===== src/rtl/expr_recognizer_if.sv =====
// Character-in / status-out bundle for expr_recognizer.
// The master modport drives characters; the slave modport reports recogniser status.
interface expr_recognizer_if #(
  parameter int MAX_DEPTH = 7,
  parameter int CNT_W     = 8
);
  localparam int DEPTH_W = $clog2(MAX_DEPTH + 1);

  logic               in_vld;
  logic [7:0]         in_chr;
  logic               out;
  logic               err;
  logic [DEPTH_W-1:0] depth;
  logic [CNT_W-1:0]   op_cnt;

  modport master (output in_vld, in_chr, input  out, err, depth, op_cnt);
  modport slave  (input  in_vld, in_chr, output out, err, depth, op_cnt);
endinterface


===== src/rtl/expr_recognizer.sv =====
// Streaming ASCII arithmetic-expression recogniser, one char per valid cycle.
// Parenthesis support is compiled in only when EXPR_PAREN_EN is defined.
//
// state   | meaning
// S_INIT  | nothing consumed since clr, operand required
// S_NUM   | inside an operand, dig_q digits so far
// S_OP    | after an operator or '(', operand required
// S_CLOSE | after ')'
// S_ERR   | syntax error seen, absorbing until clr
module expr_recognizer #(
  parameter int MAX_DIGITS = 4,
  parameter int MAX_DEPTH  = 7,
  parameter int CNT_W      = 8,
  parameter int ALLOW_SUB  = 0
) (
  input  logic              clk_i,
  input  logic              clr_i,
  expr_recognizer_if.slave  expr_io
);
  localparam int DEPTH_W = $clog2(MAX_DEPTH + 1);
  localparam int DIG_W   = $clog2(MAX_DIGITS + 1);

  typedef enum logic [2:0] {
    S_INIT  = 3'd0,
    S_NUM   = 3'd1,
    S_OP    = 3'd2,
    S_CLOSE = 3'd3,
    S_ERR   = 3'd4
  } state_e;

  state_e             state_q, state_d;
  logic [DIG_W-1:0]   dig_q, dig_d;
  logic [CNT_W-1:0]   op_q, op_d;
  logic               is_digit, is_op;
  logic               need_operand, after_operand;

  assign is_digit = (expr_io.in_chr >= 8'h30) && (expr_io.in_chr <= 8'h39);
  assign is_op    = (expr_io.in_chr == 8'h2B) || (expr_io.in_chr == 8'h2A) ||
                    ((ALLOW_SUB != 0) && (expr_io.in_chr == 8'h2D));
  assign need_operand  = (state_q == S_INIT) || (state_q == S_OP);
  assign after_operand = (state_q == S_NUM) || (state_q == S_CLOSE);

`ifdef EXPR_PAREN_EN
  logic [DEPTH_W-1:0] depth_q, depth_d;
  logic               is_lpar, is_rpar;
  assign is_lpar = (expr_io.in_chr == 8'h28);
  assign is_rpar = (expr_io.in_chr == 8'h29);
`endif

  always_comb begin
    state_d = state_q;
    dig_d   = dig_q;
    op_d    = op_q;
`ifdef EXPR_PAREN_EN
    depth_d = depth_q;
`endif
    if (expr_io.in_vld && (state_q != S_ERR)) begin
      // Anything not explicitly legal below falls through to the error state.
      state_d = S_ERR;
      if (is_digit) begin
        if (need_operand) begin
          state_d = S_NUM;
          dig_d   = DIG_W'(1);
        end else if ((state_q == S_NUM) && (dig_q < DIG_W'(MAX_DIGITS))) begin
          state_d = S_NUM;
          dig_d   = dig_q + DIG_W'(1);
        end
      end else if (is_op) begin
        if (after_operand) begin
          state_d = S_OP;
          if (op_q != {CNT_W{1'b1}}) op_d = op_q + CNT_W'(1);
        end
      end
`ifdef EXPR_PAREN_EN
      else if (is_lpar) begin
        if (need_operand && (depth_q < DEPTH_W'(MAX_DEPTH))) begin
          state_d = S_OP;
          depth_d = depth_q + DEPTH_W'(1);
        end
      end else if (is_rpar) begin
        if (after_operand && (depth_q != '0)) begin
          state_d = S_CLOSE;
          depth_d = depth_q - DEPTH_W'(1);
        end
      end
`endif
    end
  end

  always_ff @(posedge clk_i) begin
    if (clr_i) begin
      state_q <= S_INIT;
      dig_q   <= '0;
      op_q    <= '0;
`ifdef EXPR_PAREN_EN
      depth_q <= '0;
`endif
    end else begin
      state_q <= state_d;
      dig_q   <= dig_d;
      op_q    <= op_d;
`ifdef EXPR_PAREN_EN
      depth_q <= depth_d;
`endif
    end
  end

`ifdef EXPR_PAREN_EN
  assign expr_io.out   = after_operand && (depth_q == '0);
  assign expr_io.depth = depth_q;
`else
  assign expr_io.out   = after_operand;
  assign expr_io.depth = '0;
`endif
  assign expr_io.err    = (state_q == S_ERR);
  assign expr_io.op_cnt = op_q;
endmodule


===== src/flat_wrapper.sv =====
// flat-port wrapper written by rule: the top's interface ports become plain ports
module expr_recognizer_flat 
#(
  parameter int MAX_DIGITS = 4,
  parameter int MAX_DEPTH  = 7,
  parameter int CNT_W      = 8,
  parameter int ALLOW_SUB  = 0
)
  (clk_i, clr_i, expr_io_in_vld, expr_io_in_chr, expr_io_out, expr_io_err, expr_io_depth, expr_io_op_cnt);
  expr_recognizer_if #(.MAX_DEPTH(MAX_DEPTH), .CNT_W(CNT_W)) expr_io_i ();
  input  logic clk_i;
  input  logic clr_i;
  input wire logic [$bits(expr_io_i.in_vld)-1:0] expr_io_in_vld;
  input wire logic [$bits(expr_io_i.in_chr)-1:0] expr_io_in_chr;
  output wire logic [$bits(expr_io_i.out)-1:0] expr_io_out;
  output wire logic [$bits(expr_io_i.err)-1:0] expr_io_err;
  output wire logic [$bits(expr_io_i.depth)-1:0] expr_io_depth;
  output wire logic [$bits(expr_io_i.op_cnt)-1:0] expr_io_op_cnt;
  assign expr_io_i.in_vld = expr_io_in_vld;
  assign expr_io_i.in_chr = expr_io_in_chr;
  assign expr_io_out = expr_io_i.out;
  assign expr_io_err = expr_io_i.err;
  assign expr_io_depth = expr_io_i.depth;
  assign expr_io_op_cnt = expr_io_i.op_cnt;
  expr_recognizer #(.MAX_DIGITS(MAX_DIGITS), .MAX_DEPTH(MAX_DEPTH), .CNT_W(CNT_W), .ALLOW_SUB(ALLOW_SUB)) u_core (.clk_i(clk_i), .clr_i(clr_i), .expr_io(expr_io_i));
endmodule

===== config.mk =====
export PLATFORM = sky130hd
export DESIGN_NAME = expr_recognizer_flat
export DESIGN_NICKNAME = d
export VERILOG_FILES = /design/src/rtl/expr_recognizer_if.sv /design/src/rtl/expr_recognizer.sv /design/src/flat_wrapper.sv
export SDC_FILE = /design/constraint.sdc
export NUM_CORES = 1
export LEC_CHECK = 0
export ABC_AREA = 1
export CAP_MARGIN = 20
export CORE_MARGIN = 8
export CORE_UTILIZATION = 50
export DETAILED_ROUTE_END_ITERATION = 8
export PLACE_DENSITY = 0.92
export REMOVE_ABC_BUFFERS = 1
export SKIP_CTS_REPAIR_TIMING = 1
export SLEW_MARGIN = 10
export SYNTH_ARGS = -nofsm -noshare
export SYNTH_HDL_FRONTEND = slang
export SYNTH_SLANG_ARGS = --single-unit

===== constraint.sdc =====
create_clock -name clk_i -period 3.11 [get_ports clk_i]
set_input_delay 0.4665 -clock clk_i [delete_from_list [all_inputs] [get_ports clk_i]]
set_output_delay 0.4665 -clock clk_i [all_outputs]
set_load 0.01 [all_outputs]

---- After elaboration in Yosys (flattened, before gate mapping) ----
Cells that the tools add are included.
cells by class
  add/subtract/negate cells ............... 2
  order comparisons ....................... 3
  equality and inequality tests ........... 8
  mux-type cells .......................... 7
  bitwise logic cells ..................... 1
  reductions and logical operators ........ 10
operators with widths
  cell                                                  number
  2-to-1 mux 3 bit                                      7
  == test 8 x 6 -> 1 bit (second input constant)        2
  adder 8 x 1 -> 8 bit (second input constant)          1
  >= comparator 8 x 6 -> 1 bit (second input constant)  1
  <= comparator 8 x 6 -> 1 bit (second input constant)  1
  != test 8 bit (second input constant)                 1
  == test 3 x 2 -> 1 bit (second input constant)        2
  AND reduction 5 bit                                   1
  adder 3 x 1 -> 3 bit (second input constant)          1
  == test 3 x 1 -> 1 bit (second input constant)        1
  == test 3 bit (second input constant)                 1
  logical AND 1 bit                                     3
  zero test 3 bit                                       1
  logical OR 1 bit                                      3
  less-than comparator 3 bit (second input constant)    1
  != test 3 bit (second input constant)                 1
  AND reduction 3 bit                                   1
  nonzero test 2 bit                                    1
  NOT 1 bit                                             1
storage, ports and cells
  bits in registers ....................... 14
  bits of input ports ..................... 11
  output and inout port bits .............. 13
  word-level logic and storage cells ...... 34

---- Longest topological paths before layout ----
Gate-level depths: netlist of run 1.
  depth after elaboration ................. 5
  gate-level depth with buffers ........... 10
  mapped depth without buffers ............ 10

---- Worst setup path before layout of run 1 ----
OpenSTA, ideal clock, no wires.
  kind .................................... reg2reg
  start point ............................. register u_core.op_q[0], in the netlist u_core.expr_io.op_cnt[0]
  end point ............................... register u_core.op_q[3], in the netlist u_core.expr_io.op_cnt[3]
  library setup time ...................... 0.113 ns
  arrival ................................. 1.279 ns
  data required time ...................... 2.997 ns
  setup slack ............................. 1.719 ns
  cell stages (with the launch flop) ...... 11
  buffers on the path ..................... 0
  clock period less this slack ............ 1.391 ns
  cell sequence ........................... dfxtp_1 > ha_1 > inv_1 > nor2_1 > nand3_1 > o21ai_1 > nor2_4 > nand2_2 > nand2_1 > nand2_1 > nor2_1
between the ends
  cells in the longest elaborated chain, start to end .. 2
  elaborated cells between the ends (all ways) .. 3
  classes of those cells .................. 1 x add/sub; 1 x eq/ne; 1 x reduce/logical
RTL lines
  item                                                                          RTL line                text
  start: declaration                                                            expr_recognizer.sv:33   logic [CNT_W-1:0] op_q, op_d;
  start signal: assignment                                                      expr_recognizer.sv:101  op_q <= op_d;
  parallel branches: the longest is 2 deep, another holds adder 8 x 1 -> 8 bit  --
Several ways; the timed one is not identified.
A chain may end at the register's enable or synchronous reset.

---- Worst setup path after layout of run 1 ----
  start point ............................. register u_core.state_q[0]
  end point ............................... output expr_io_out
between the ends
  cells in the longest elaborated chain, start to end .. 2
  elaborated cells between the ends (all ways) .. 3
  classes of those cells .................. 2 x eq/ne; 1 x reduce/logical
RTL lines
  item                                                              RTL line               text
  start: declaration                                                expr_recognizer.sv:31  state_e state_q, state_d;
  start signal: assignment                                          expr_recognizer.sv:99  state_q <= state_d;
  == test 3 x 1 -> 1 bit or == test 3 x 2 -> 1 bit (tied branches)  expr_recognizer.sv:41  assign after_operand = (state_q == S_NUM) || (state_q == S_CLOSE);
  logical OR 1 bit *                                                expr_recognizer.sv:41
  end: declaration                                                  flat_wrapper.sv:15     output wire logic [$bits(expr_io_i.out)-1:0] expr_io_out;
Mark *: on every way between the ends. The rest lies on a longest branch, timed or not.

==> metrics, run 1 <==
clk_lat worst skew 0.28 ns; area share of the largest cell type after synthesis 32.0%; RSZ-0062 raised after global routing no; Slew Viols, Final 0; vias in the first global route 932; I/O Pins 24; Worst EP arrival 1.42 ns; Min Clock Period, post-route 1.89 ns; ANT cells 0; sequential area share after synthesis 32.0%; NumNets Final 176; die width 57.8 um; final hold violation count 0; # H-tree levels 1; status complete, no violations; vias per cell 5.08; Overflow after GRT 0; Sink Count 14; Hold Path Class reg2reg; root buffer cell clkbuf_4; first-pass GRT wire length 3630 um; core area 1690 sq um; post-route ant nets 0; Worst setup SP type flip-flop; Worst Clk Skew 0.00181 ns; DRT Wirelength 2030 um; Setup TNS Final 0 ns; 1st-iter DRT viols 20; VDD IR max 0.000223 V; CP Class reg2out; launch point of the worst reg-to-reg path u_core.expr_io.op_cnt[0]$_SDFFE_PP0P_; Area growth, synth to finish 26.6%; cts bufs inserted 3; row cnt 15; most frequent cells in the layout nand2_1 (32), nor2_1 (26), inv_1 (22); Chip Height 57.8 um; final core occ 65.6%; gr usage total 13.5%; Leak 0.514 nW; r2r setup slk 1.52 ns; leading cell type in the layout, fill and taps excluded nand2_1; area of the mapped netlist 875 sq um; mean post-synth cell area 6.25 sq um; Final GP Congestion 0.874; Die Area 3340 sq um; CTS tree done; Clock transition at path regs 0.08 ns; Synth Instances 140; layout cell share with drive strength beyond 1 9.88%; Ys Warns 0; DRC 0; largest net degree at the start of global routing 9; Detailed Routing Iterations Pass 1 4; initial core utilization 51.8%; Worst Setup SP u_core.state_q[0]$_SDFFE_PP0N_; top post-synthesis cells by area dfxtp_1 (32%), nand2_1 (14%), nor2_1 (11%); leading area contributor after synthesis dfxtp_1; DR WL/cell 11.3 um; Max clock buf depth 2; Post-DP HPWL 1680 um; initial antenna violation count 0; synthesized flop and latch total 14; MaxCap Viol Count 0; max frequency 530 MHz; Worst setup EP type primary output; Min-Delay Startpoint u_core.dig_q[0]$_SDFFE_PP0P_; Final setup viols 0; # port buffers 19; largest fanout on the critical path 6; period utilization 60.6%; Netlist cell types 22; Via Count 910; PD cells 315 nW/um^2; Worst EP required 2.64 ns
-- worst max-delay path, cell delays in order, from the launching register on --
cell	delay, ns
dfxtp_1	0.43
inv_2	0.05
nor2_2	0.11
clkdlybuf4s50_1	0.55
-- where the power goes --
part,switching (mW),total (mW),internal [mW]
clock,0.0584,0.130,0.0714
sequential,0.00145,0.182,0.180
combinational,0.0202,0.0370,0.0168
total,0.0800,0.348,0.268
-- Yosys cell counts --
library cell  instances
a21oi_1               7
buf_4                 3
conb_1                1
dfxtp_1              14
ha_1                  2
inv_1                22
inv_2                 3
nand2_1              32
nand2_2               1
nand2_4               1
nand3_1               8
nand3_2               2
nand3b_1              1
nand4_1               1
nand4_2               1
nor2_1               26
nor2_2                2
nor2_4                2
nor3_1                3
o21ai_0               4
o21ai_1               3
o21bai_1              1
-- layer usage --
metal  global-route usage [%]  wire, um
met5                        0         0
met3                     5.08        99
met2                     25.2      1100
met4                     6.99        44
met1                     12.5       785
-- layout make-up --
class,count,area (sq um)
inverter,25,93.8
timing repair buffer,19,190
multi-input combinational,100,485
tap,17,21.3
fill,164,582
sequential,14,280
clock buffer,4,36.3
-- cells by family after synthesis --
group | synth area share, %
adders and majority gates | 2.86
AOI/OAI and AO/OA | 8.87
and+or+nand+nor | 42.5
buffers and inverters | 13.3
other | 0.429
DFF | 32.0
-- state kept, by name, indices dropped and copies added, names as in the netlist --
name,cells
u_core.state_q,3
u_core.expr_io.op_cnt,8
u_core.dig_q,3
-- path summary, 6_finish.rpt --
check / to / cells after the start
worst min-delay path: u_core.dig_q[0]$_SDFFE_PP0P_ / 1
worst min register to register: u_core.dig_q[0]$_SDFFE_PP0P_ / 1
worst max-delay path: expr_io_out / 3
worst max register to register: u_core.expr_io.op_cnt[3]$_SDFFE_PP0P_ / 10
-- metrics by stage --
stage,setup WS (ns),cells,power (mW),area (sq um),hold WS (ns)
2_1_floorplan,1.72,139,0.202,860,0.424
3_3_place_gp,1.20,175,0.221,1070,0.438
3_5_place_dp,1.15,175,0.223,1070,0.452
4_1_cts,1.20,179,0.353,1110,0.464
5_1_grt,1.12,179,0.367,1110,0.473
6_report,1.22,179,0.348,1110,0.460
(Power assumes the default switching activity.)
==> run 2: changes to the inputs <==
--- a/config.mk
+++ b/config.mk
@@ -8,9 +8,9 @@
 export ABC_AREA = 1
 export CAP_MARGIN = 20
 export CORE_MARGIN = 8
-export CORE_UTILIZATION = 50
+export CORE_UTILIZATION = 46
 export DETAILED_ROUTE_END_ITERATION = 8
-export PLACE_DENSITY = 0.92
+export PLACE_DENSITY = 0.86
 export REMOVE_ABC_BUFFERS = 1
 export SKIP_CTS_REPAIR_TIMING = 1
 export SLEW_MARGIN = 10
==> constraint.sdc (replaced) <==
create_clock -name clk_i -period 1.8 [get_ports clk_i]
set_input_delay 0.27 -clock clk_i [delete_from_list [all_inputs] [get_ports clk_i]]
set_output_delay 0.27 -clock clk_i [all_outputs]
set_load 0.01 [all_outputs]
==> run 2 against run 1 <==
  * Via count up 1.4%
  * Die area rose by 6.3%
  * Non-clock buffer count increased by 1
  * Clock skew increased by 0.0019 ns
  * Count of clock-buffer cells in the layout did not move
  * Flip-flop and latch count unchanged
  * Combinational power up 79%
  * Final cell count rose by 5.0%
  * Critical path type unchanged
  * Critical endpoint unchanged
  * Largest cell class unchanged
==> metrics, run 2 (same netlist as run 1, synthesis figures left out) <==
DRT Wirelength 1980 um; MaxCap Viol Count 0; largest net degree at the start of global routing 9; Leak 0.519 nW; Detailed Routing Iterations Pass 1 4; RSZ-0062 raised after global routing no; layout cell share with drive strength beyond 1 10.4%; worst hold slack 0.463 ns; Worst EP arrival 1.42 ns; Area growth, synth to finish 28.6%; Hold Path Class reg2reg; # H-tree levels 1; row cnt 15; Sink Count 14; DRC 0; max frequency 593 MHz; Placed Cells incl. Taps 184; CTS tree done; NumNets Final 177; root buffer cell clkbuf_4; first-pass GRT wire length 3650 um; vias in the first global route 936; R2R cell count 10; non-filler cells, final 188; post-route ant nets 0; Chip Height 59.6 um; Die Area 3550 sq um; Worst Setup SP u_core.state_q[0]$_SDFFE_PP0N_; DR WL/cell 10.5 um; PD cells 540 nW/um^2; launch point of the worst reg-to-reg path u_core.expr_io.op_cnt[0]$_SDFFE_PP0P_; core area 1760 sq um; Max clock buf depth 2; Critical R2R Capture u_core.expr_io.op_cnt[3]$_SDFFE_PP0P_; Worst setup SP type flip-flop; largest fanout on the critical path 6; Worst setup EP type primary output; number of flip-flops in the largest register 8; Post-DP HPWL 1600 um; clk_lat worst skew 0.28 ns; I/O Pins 24; Worst Clk Skew 0.00372 ns; period utilization 93.7%; status complete, no violations; initial core utilization 49.6%; die width 59.6 um; Final GP Congestion 0.883; Min Clock Period, post-route 1.69 ns; Min-Delay Startpoint u_core.dig_q[2]$_SDFFE_PP0P_; most frequent cells in the layout nand2_1 (32), nor2_1 (26), inv_1 (22); Via Count 923; hold path endpoint u_core.dig_q[2]$_SDFFE_PP0P_; gr usage total 13.4%; Slew Viols, Final 0; final hold violation count 0; fillers 171; Overflow after GRT 0; 1st-iter DRT viols 19; hold path depth 2; CP Class reg2out; leading cell type in the layout, fill and taps excluded nand2_1; Worst EP required 1.53 ns; # port buffers 19; initial antenna violation count 0; cts bufs inserted 3; Final setup viols 0; VDD IR max 0.000440 V; Clock transition at path regs 0.09 ns; r2r setup slk 0.33 ns; ANT cells 0; vias per cell 4.91
run 2: worst max path at each step:
stage                                                        to  slack [ns]  depth (start not counted)
final                                               expr_io_out        0.11                          3
after floorplan           u_core.expr_io.op_cnt[3]$_SDFFE_PP0P_        0.41                         10
after global placement             u_core.dig_q[0]$_SDFFE_PP0P_         0.1                          9
after CTS                                           expr_io_out        0.10                          3
after global routing                                expr_io_out        0.03                          3
after detailed placement           u_core.dig_q[0]$_SDFFE_PP0P_      -0.002                          9
run 2: layer usage:
metal / global-route usage [%] / vias up / share of wire, %
met5: 0 / - / 0
met4: 5.78 / 0 / 2.1
met2: 25.0 / 21 / 51
met3: 4.12 / 7 / 4.8
met1: 13.0 / 408 / 42
li1: - / 487 / -
run 2: layout make-up:
cell class              instances  area [sq um]  share of cell area [%]
multi-input cells             100           485                    43.2
flip-flops and latches         14           280                    24.9
inverters                      25          93.8                    8.34
clock buffers                   4          36.3                    3.23
repair buffers                 20           198                    17.6
well taps                      25          31.3                    2.78
run 2: per-stage QoR:
step | utilization (%) | worst slack, ns | setup TNS (ns) | power [mW] | instance area, sq um
floorplan | - | 0.409 | 0 | 0.350 | 860
global placement | 61.7 | 0.0951 | 0 | 0.383 | 1090
detailed placement | 61.7 | -0.00165 | -0.00165 | 0.386 | 1090
CTS | 63.8 | 0.103 | 0 | 0.616 | 1120
global route | 63.8 | 0.0346 | 0 | 0.634 | 1120
finish | 63.8 | 0.114 | 0 | 0.607 | 1120
run 2: report_power, final:
group	switching, mW	total, mW	internal (mW)
Sequential	0.00256	0.314	0.311
Clock	0.104	0.227	0.123
Combinational	0.0359	0.0663	0.0304
Total	0.142	0.607	0.465
run 2: critical path, cell delays in order (launching register included):
cell and delay, ns:
dfxtp_1 0.43, inv_2 0.05, nor2_2 0.11, clkdlybuf4s50_1 0.55
